`src/rtl/alu_issue_if.sv`:
```
// Bundle between the fetch stage, the issue unit and the combinational ALU.
// The slave modport is the issue unit; master is the fetch/ALU/debug side.
interface alu_issue_if;
   // Instruction handshake: a word transfers on a rising edge where
   // instr_valid and instr_ready are both high. The source holds instr
   // stable while instr_valid is high and instr_ready is low.
   logic        instr_valid;
   logic        instr_ready;
   logic [15:0] instr;
   logic [3:0]  alu_operation;
   logic [15:0] alu_op1;
   logic [15:0] alu_op2;
   logic [15:0] alu_res;
   logic        alu_zero;
   logic        alu_error;
   logic        done_valid;
   logic        done_zero;
   logic        done_error;
   logic [2:0]  dbg_addr;
   logic [15:0] dbg_data;
   logic [1:0]  dbg_state;

   modport master (
      output instr_valid, instr, alu_res, alu_zero, alu_error, dbg_addr,
      input  instr_ready, alu_operation, alu_op1, alu_op2,
             done_valid, done_zero, done_error, dbg_data, dbg_state
   );

   modport slave (
      input  instr_valid, instr, alu_res, alu_zero, alu_error, dbg_addr,
      output instr_ready, alu_operation, alu_op1, alu_op2,
             done_valid, done_zero, done_error, dbg_data, dbg_state
   );
endinterface

```
`src/rtl/alu_issue_unit.sv`:
```
// Issue/writeback controller for the 16-bit ALU with an 8x16 register file.
// Define ALU_ISSUE_FASTWB_EN to merge EXEC and WB (3-cycle throughput).
module alu_issue_unit (
   input  logic        clk,
   input  logic        rst,
   alu_issue_if.slave  bus
);

   typedef enum logic [1:0] {
      IDLE = 2'd0,
      READ = 2'd1,
`ifdef ALU_ISSUE_FASTWB_EN
      EXEC = 2'd2
`else
      EXEC = 2'd2,
      WB   = 2'd3
`endif
   } state_t;

   state_t      state_q, state_d;
   logic [15:0] instr_q;
   logic [3:0]  op_q;
   logic [15:0] op1_q, op2_q;
   logic [2:0]  rd_q;
   logic        fault_q;
   logic        done_valid_q, done_zero_q, done_error_q;
   logic [15:0] rf [8];

   logic [3:0]  dec_op;
   logic [15:0] dec_op1, dec_op2;
   logic        dec_fault;
   logic [15:0] rs1_val, rs2_val;

   logic        wb_fire;
   logic [15:0] wb_res;
   logic        wb_zero, wb_err;

   always_ff @(posedge clk) begin
      if (rst) state_q <= IDLE;
      else     state_q <= state_d;
   end

   always_comb begin
      state_d = state_q;
      case (state_q)
         IDLE:    if (bus.instr_valid) state_d = READ;
         READ:    state_d = EXEC;
`ifdef ALU_ISSUE_FASTWB_EN
         EXEC:    state_d = IDLE;
`else
         EXEC:    state_d = WB;
         WB:      state_d = IDLE;
`endif
         default: state_d = IDLE;
      endcase
   end

   assign rs1_val = rf[instr_q[8:6]];
   assign rs2_val = rf[instr_q[5:3]];

   // Faulting words drive a harmless AND of zeros so the ALU sees a clean op.
   always_comb begin
      dec_op    = 4'd0;
      dec_op1   = 16'd0;
      dec_op2   = 16'd0;
      dec_fault = 1'b0;
      if (instr_q[15:12] == 4'hF) begin
         dec_op  = 4'h8;
         dec_op1 = {7'd0, instr_q[8:0]};
      end else if (instr_q[15:12] > 4'hA) begin
         dec_fault = 1'b1;
      end else if (instr_q[15:12] == 4'hA && rs2_val == 16'd0) begin
         dec_fault = 1'b1;
      end else begin
         dec_op  = instr_q[15:12];
         dec_op1 = rs1_val;
         dec_op2 = rs2_val;
      end
   end

`ifdef ALU_ISSUE_FASTWB_EN
   assign wb_fire = (state_q == EXEC);
   assign wb_res  = bus.alu_res;
   assign wb_zero = bus.alu_zero;
   assign wb_err  = fault_q | bus.alu_error;
`else
   logic [15:0] res_q;
   logic        zero_q, alu_err_q;

   always_ff @(posedge clk) begin
      if (rst) begin
         res_q     <= 16'd0;
         zero_q    <= 1'b0;
         alu_err_q <= 1'b0;
      end else if (state_q == EXEC) begin
         res_q     <= bus.alu_res;
         zero_q    <= bus.alu_zero;
         alu_err_q <= bus.alu_error;
      end
   end

   assign wb_fire = (state_q == WB);
   assign wb_res  = res_q;
   assign wb_zero = zero_q;
   assign wb_err  = fault_q | alu_err_q;
`endif

   always_ff @(posedge clk) begin
      if (rst) begin
         instr_q      <= 16'd0;
         op_q         <= 4'd0;
         op1_q        <= 16'd0;
         op2_q        <= 16'd0;
         rd_q         <= 3'd0;
         fault_q      <= 1'b0;
         done_valid_q <= 1'b0;
         done_zero_q  <= 1'b0;
         done_error_q <= 1'b0;
         for (int i = 0; i < 8; i++) rf[i] <= 16'd0;
      end else begin
         done_valid_q <= 1'b0;
         if (state_q == IDLE && bus.instr_valid) instr_q <= bus.instr;
         if (state_q == READ) begin
            op_q    <= dec_op;
            op1_q   <= dec_op1;
            op2_q   <= dec_op2;
            fault_q <= dec_fault;
            rd_q    <= instr_q[11:9];
         end
         // r0 stays zero: its write is dropped but completion still reports.
         if (wb_fire) begin
            if (!wb_err && rd_q != 3'd0) rf[rd_q] <= wb_res;
            done_valid_q <= 1'b1;
            done_error_q <= wb_err;
            done_zero_q  <= wb_zero & ~wb_err;
         end
      end
   end

   assign bus.instr_ready   = (state_q == IDLE);
   assign bus.alu_operation = op_q;
   assign bus.alu_op1       = op1_q;
   assign bus.alu_op2       = op2_q;
   assign bus.done_valid    = done_valid_q;
   assign bus.done_zero     = done_zero_q;
   assign bus.done_error    = done_error_q;
   assign bus.dbg_data      = (bus.dbg_addr == 3'd0) ? 16'd0 : rf[bus.dbg_addr];
   assign bus.dbg_state     = state_q;

endmodule
```
`src/flat_wrapper.sv`:
```
// flat-port wrapper written by rule: the top's interface ports become plain ports
module alu_issue_unit_flat 
  (clk, rst, bus_instr_valid, bus_instr, bus_alu_res, bus_alu_zero, bus_alu_error, bus_dbg_addr, bus_instr_ready, bus_alu_operation, bus_alu_op1, bus_alu_op2, bus_done_valid, bus_done_zero, bus_done_error, bus_dbg_data, bus_dbg_state);
  alu_issue_if bus_i ();
  input  logic clk;
  input  logic rst;
  input wire logic [$bits(bus_i.instr_valid)-1:0] bus_instr_valid;
  input wire logic [$bits(bus_i.instr)-1:0] bus_instr;
  input wire logic [$bits(bus_i.alu_res)-1:0] bus_alu_res;
  input wire logic [$bits(bus_i.alu_zero)-1:0] bus_alu_zero;
  input wire logic [$bits(bus_i.alu_error)-1:0] bus_alu_error;
  input wire logic [$bits(bus_i.dbg_addr)-1:0] bus_dbg_addr;
  output wire logic [$bits(bus_i.instr_ready)-1:0] bus_instr_ready;
  output wire logic [$bits(bus_i.alu_operation)-1:0] bus_alu_operation;
  output wire logic [$bits(bus_i.alu_op1)-1:0] bus_alu_op1;
  output wire logic [$bits(bus_i.alu_op2)-1:0] bus_alu_op2;
  output wire logic [$bits(bus_i.done_valid)-1:0] bus_done_valid;
  output wire logic [$bits(bus_i.done_zero)-1:0] bus_done_zero;
  output wire logic [$bits(bus_i.done_error)-1:0] bus_done_error;
  output wire logic [$bits(bus_i.dbg_data)-1:0] bus_dbg_data;
  output wire logic [$bits(bus_i.dbg_state)-1:0] bus_dbg_state;
  assign bus_i.instr_valid = bus_instr_valid;
  assign bus_i.instr = bus_instr;
  assign bus_i.alu_res = bus_alu_res;
  assign bus_i.alu_zero = bus_alu_zero;
  assign bus_i.alu_error = bus_alu_error;
  assign bus_i.dbg_addr = bus_dbg_addr;
  assign bus_instr_ready = bus_i.instr_ready;
  assign bus_alu_operation = bus_i.alu_operation;
  assign bus_alu_op1 = bus_i.alu_op1;
  assign bus_alu_op2 = bus_i.alu_op2;
  assign bus_done_valid = bus_i.done_valid;
  assign bus_done_zero = bus_i.done_zero;
  assign bus_done_error = bus_i.done_error;
  assign bus_dbg_data = bus_i.dbg_data;
  assign bus_dbg_state = bus_i.dbg_state;
  alu_issue_unit u_core (.clk(clk), .rst(rst), .bus(bus_i));
endmodule
```
`config.mk`:
```
export PLATFORM = sky130hd
export DESIGN_NAME = alu_issue_unit_flat
export DESIGN_NICKNAME = d
export VERILOG_FILES = /design/src/rtl/alu_issue_if.sv /design/src/rtl/alu_issue_unit.sv /design/src/flat_wrapper.sv
export SDC_FILE = /design/constraint.sdc
export NUM_CORES = 1
export LEC_CHECK = 0
export ABC_AREA = 1
export CORE_ASPECT_RATIO = 2
export CORE_UTILIZATION = 53
export DETAILED_ROUTE_END_ITERATION = 8
export DONT_BUFFER_PORTS = 1
export GPL_TIMING_DRIVEN = 0
export HOLD_SLACK_MARGIN = 0.06
export PLACE_DENSITY = 0.71
export SLEW_MARGIN = 20
export SYNTH_ARGS = -nofsm -noshare
export SYNTH_HDL_FRONTEND = slang
export SYNTH_SLANG_ARGS = --single-unit
```
`constraint.sdc`:
```
create_clock -name clk -period 2.1 [get_ports clk]
set_input_delay 0.21 -clock clk [delete_from_list [all_inputs] [get_ports clk]]
set_output_delay 0.21 -clock clk [all_outputs]
set_load 0.01 [all_outputs]
```
# --- After elaboration in Yosys (flattened, before gate mapping) ---
# Memory sizes are Yosys's and may differ from the RTL's. A register that Yosys moved wholly into a read port is not among the register bits.
# Index checks and enable logic that the tools add are counted.
# W data, S select, Z words.
totals:
  regBits: 79
  ramBits: 128
  in_bits: 40
  output_inout_bits: 58
  word_cells: 62
  memories: 1
memory_table:
  columns: ["memory", "words", "width", "rd", "rd_clocked_by_memory_dff", "wr", "line_no", "source"]
  rows:
  - ["u_core.rf", 8, 16, 3, 2, 8, "alu_issue_unit.sv:27", "logic [15:0] rf [8];"]
op_classes:
  magnitude_cmp: 1
  n_eq_ne: 6
  n_mux: 29
  n_bitwise: 3
  reduce_logical: 9
op_table:
  columns: ["cell", "count"]
  rows:
  - ["$mux W16", 8]
  - ["$logic_not A16 Y1", 1]
  - ["$reduce_or A16 Y1", 1]
  - ["$mux W3", 5]
  - ["$mux W4", 3]
  - ["$mux W1", 11]
  - ["$eq A4 B4 Y1 const B", 2]
  - ["$pmux W2 S4", 1]
  - ["$eq A2 B2 Y1 const B", 2]
  - ["$gt A4 B4 Y1 const B", 1]
  - ["$logic_and A1 B1 Y1", 3]
  - ["$logic_not A3 Y1", 1]
  - ["$reduce_bool A3 Y1", 1]
  - ["$eq A2 B1 Y1 const B", 1]
  - ["$logic_not A2 Y1", 1]
  - ["$mux W2", 1]
  - ["$ne A2 B2 Y1 const B", 1]
  - ["$and A1 B1 Y1", 1]
  - ["$logic_not A1 Y1", 1]
  - ["$not A1 Y1", 1]
  - ["$or A1 B1 Y1", 1]

# --- Logic depth before layout (Yosys ltp) ---
depth:
  ltp_word: 9
  mapped_depth: 14
  depth_no_buf: 12

# --- Worst setup path after synthesis ---
# Ideal clock, no wire load.
synth_timing:
  path_type: "reg-to-reg"
  start: "reg u_core.state_q[0], in the netlist u_core.bus.dbg_state[0]"
  end: "mem u_core.rf[1][0] (enable)"
  setup_ns: 0.372
  arrival_time_ns: 1.780
  required_time_ns: 1.728
  setup_slack_ns: -0.052
  path_stages_with_launch: 9
  n_path_buf: 1
  synth_period_minus_slack_ns: 2.152
  path_cell_list: "dfxtp_1 -> ha_1 -> inv_1 -> nor2_1 -> nand3_1 -> nor2_1 -> nand2_1 -> clkbuf_1 -> nand2_1"
synth_rtl:
  columns: ["element", "line_no", "source"]
  rows:
  - ["start, declared", "alu_issue_unit.sv:20", "state_t state_q, state_d;"]
  - ["start signal, assigned", "alu_issue_unit.sv:40", "else state_q <= state_d;"]
  - ["end, declared", "alu_issue_unit.sv:27", null]

==> qor.csv <==
stage;metric;value;unit
synth;synth_cell_types;29;
detailed_routing;drt_pass1_iterations;6;
synth;ys_top_cells_by_count;nand2_1, nor2_1, a21oi_1;
synth;netlist_instances;1477;
synth;yosys_most_used_dff;edfxtp_1;
detailed_routing;ant_nets;0;
synth;yosys_register_bits;213;
synth;post-synth-top-count-cell;nand2_1;
clock_tree;ctsLongestPathBuffers;3;
min_path;hold_path_startpoint;bus_instr_valid;
floorplan;die_y;207;um
clock_tree;cts.sinks;213;
grt;grt_antenna_before_repair;0;
timing;fin_ws;-0.0130;ns
place;port_buffers;0;
timing;min_period;2.11;ns
flow_run;cap_violations;0;
place;gp_congestion;1.02;
timing;relSlewSlack;0.265;
detailed_routing;remaining_drc_errors;0;
timing;fmax;473;MHz
final_layout;drive_above_1_share;0.121;
clock_tree;cts_inserted_buffers;20;
detailed_routing;met1_length;15700;um
synth;synthTopCellsByArea;edfxtp_1, dfxtp_1, a21oi_1;
clock_tree;cts_tree;done;
detailed_routing;wire_per_inst;25.3;um
floorplan;dieArea;21600;um^2
timing;worst_pin_slew;1.09;ns
detailed_routing;viasPerCell;6.08;
status;status;complete, but fails checks;
setup_path;cp_max_fo;6;
detailed_routing;vias;11300;
synth;syn_area;11100;um^2
detailed_routing;dr_wl_met3;3430;um
floorplan;die_w;105;um
setup_path;arrival;2.52;ns
floorplan;io_pins;98;
pwr;irDropWorstVdd;921;uV
synth;yosysTopAreaCell;edfxtp_1;
clock_tree;cts-root-buf;clkbuf_16;
floorplan;start_util;0.542;
synth;yosysSeqAreaShare;0.498;
clock_tree;clk_latency;0.55;ns
synth;synth_edf_count;128;
timing;setup_viol;2;
timing;fin_crit_sh;1.01;
place;hpwl;34800;um
setup_path;end_kind;register;
synth;synth.avg_cell_area;7.54;um^2
timing;drv_slew;0;
floorplan;rows;74;
place;post-place-ws;-1.13;ns
setup_path;cp.required;2.51;ns
floorplan;core;20600;um^2
final_layout;area_growth;22.3;%
synth;async_flop_share;0;
timing;hold_viol_final;0;
grt;grt_pass1_vias;11000;
detailed_routing;first_iter_violations;1143;
pwr;finalPower;15.9;mW
timing;fin_skew;0.0250;ns
pwr;p_leak;5.37;nW
grt;grt_usage;0.424;
detailed_routing;wl;46800;um
detailed_routing;wl_met2;23100;um
detailed_routing;dr.max_layer_used;met4;
final_layout;n_antenna_cell;0;
timing;rsz0062_at_grt;yes;
synth;ys.warnings.count;0;
pwr;powerDensity;1170;nW/um^2
synth;yosys.area.top_type_share;0.345;
grt;grt_first_pass_wirelength;67600;um
grt;grt_max_degree;18;
status;violations;negative setup slack;
setup_path;path_class;register to register;
min_path;hp-class;input port to register;
grt;overflow;0;
final_layout;nets;1615;
clock_tree;ctsHtreeMaxLevel;1;
setup_path;critical_path.startpoint_type;register;
clock_tree;cts.reportedPaths.clkPinSlew;0.07;ns
## report_power, final
part	total [mW]	switching, mW	internal [mW]	leakage [nW]
logic	6.49	4.44	2.05	3.04
clock network	3.75	1.71	2.04	0.320
registers	5.66	0.584	5.07	2.01
## registers in the layout, summed over array words and instances (netlist names), named ones only
signal                    flops
u_core.wb_zero                1
u_core.rd_q                   3
u_core.res_q                 16
u_core.bus.dbg_state          2
u_core.rf                   128
u_core.bus.alu_op1           16
u_core.bus.done_error         1
u_core.fault_q                1
u_core.instr_q               16
u_core.bus.done_zero          1
u_core.alu_err_q              1
u_core.bus.alu_operation      4
u_core.bus.done_valid         1
u_core.bus.alu_op2           16
## critical path, cell delays in order, from the launching register on
cell and delay [ns]:
dfxtp_4 0.45, buf_12 0.16, clkbuf_16 0.16, nand2_1 0.07, nand3_2 0.10, nand3_4 0.11
nand2_4 0.12, nand2_1 0.06, nor2_1 0.10, nand3_1 0.12, nor2_4 0.16, nand2_4 0.15
nand2_4 0.16, a21oi_2 0.06
## worst paths after layout
path	to	slack, ns	cells past startpoint
max	u_core.bus.alu_op1[6]	-0.01	13
min	u_core.instr_q[15]	0.22	3
max reg2reg	u_core.bus.alu_op1[6]	-0.01	13
min reg2reg	u_core.bus.done_zero	0.47	2
## repair_timing
| action | 4_1_cts | 5_1_grt |
|---|---|---|
| pin swaps | 6 | 23 |
| hold endpoints to repair | 43 | 0 |
| cloned | 5 | 7 |
| endpoints found under the setup margin | 226 | 146 |
| resized for setup | 117 | 112 |
| buffers inserted | 7 | 7 |
| hold buffers | 36 | 0 |
## per-layer routing
layer  GRT usage  up-vias
met4       0.328        0
met5           0        -
li1            -     5112
met3      0.0689      238
met2       0.739      710
met1       0.450     5201
## placed cells by master (no fill, tap or decap), drive strengths merged
cell         synthesis  routed
buf                 26      41
dfxtp               85      85
nor2               210     210
bufinv               0       1
o221ai               1       1
nand3               99      99
inv                152     154
nor3                11      11
ha                   4       4
nand4                1       1
clkbuf              72      99
o211ai              11      11
a211oi              14      14
dlygate4sd3          0      36
conb                 1      16
edfxtp             128     128
o21ai              181     181
a31oi               17      17
and2                 1       1
clkinvlp             0       3
a221oi               1       1
clkinv               4       8
a21oi              196     196
nand2              261     266
o21bai               1       1
## area by class of cell
| class | count | area (um^2) |
|---|---|---|
| sequential | 213 | 5550 |
| buffer | 93 | 613 |
| clock inverter | 10 | 88.8 |
| multi-input combinational | 1030 | 5150 |
| fill | 1728 | 6920 |
| tap | 266 | 333 |
| clock buffer | 26 | 564 |
| inverter | 156 | 597 |
| timing repair buffer | 57 | 728 |
## kinds of logic after synthesis
group / count (synthesis) / share of synthesized area
AND/OR/NAND/NOR: 583 / 0.210
AO/OA/AOI/OAI: 422 / 0.198
buffers and inverters: 254 / 0.0893
flip-flops: 213 / 0.498
adder cells (fa/ha/maj): 4 / 0.00449
other: 1 / 0.000337
## metrics by stage
step,utilization,hold slack (ns),instances,TNS [ns],instance area (um^2)
after floorplan,-,0.294,1492,-3.69,11200
after global placement,0.561,0.308,1758,-115.04,11500
after detailed placement,0.561,0.308,1758,-123.33,11500
after CTS,0.635,0.214,1840,-0.278,13100
after global routing,0.663,0.225,1851,-0.551,13600
final,0.663,0.218,1851,-0.0151,13600
Power figures use the tool's default switching activity.
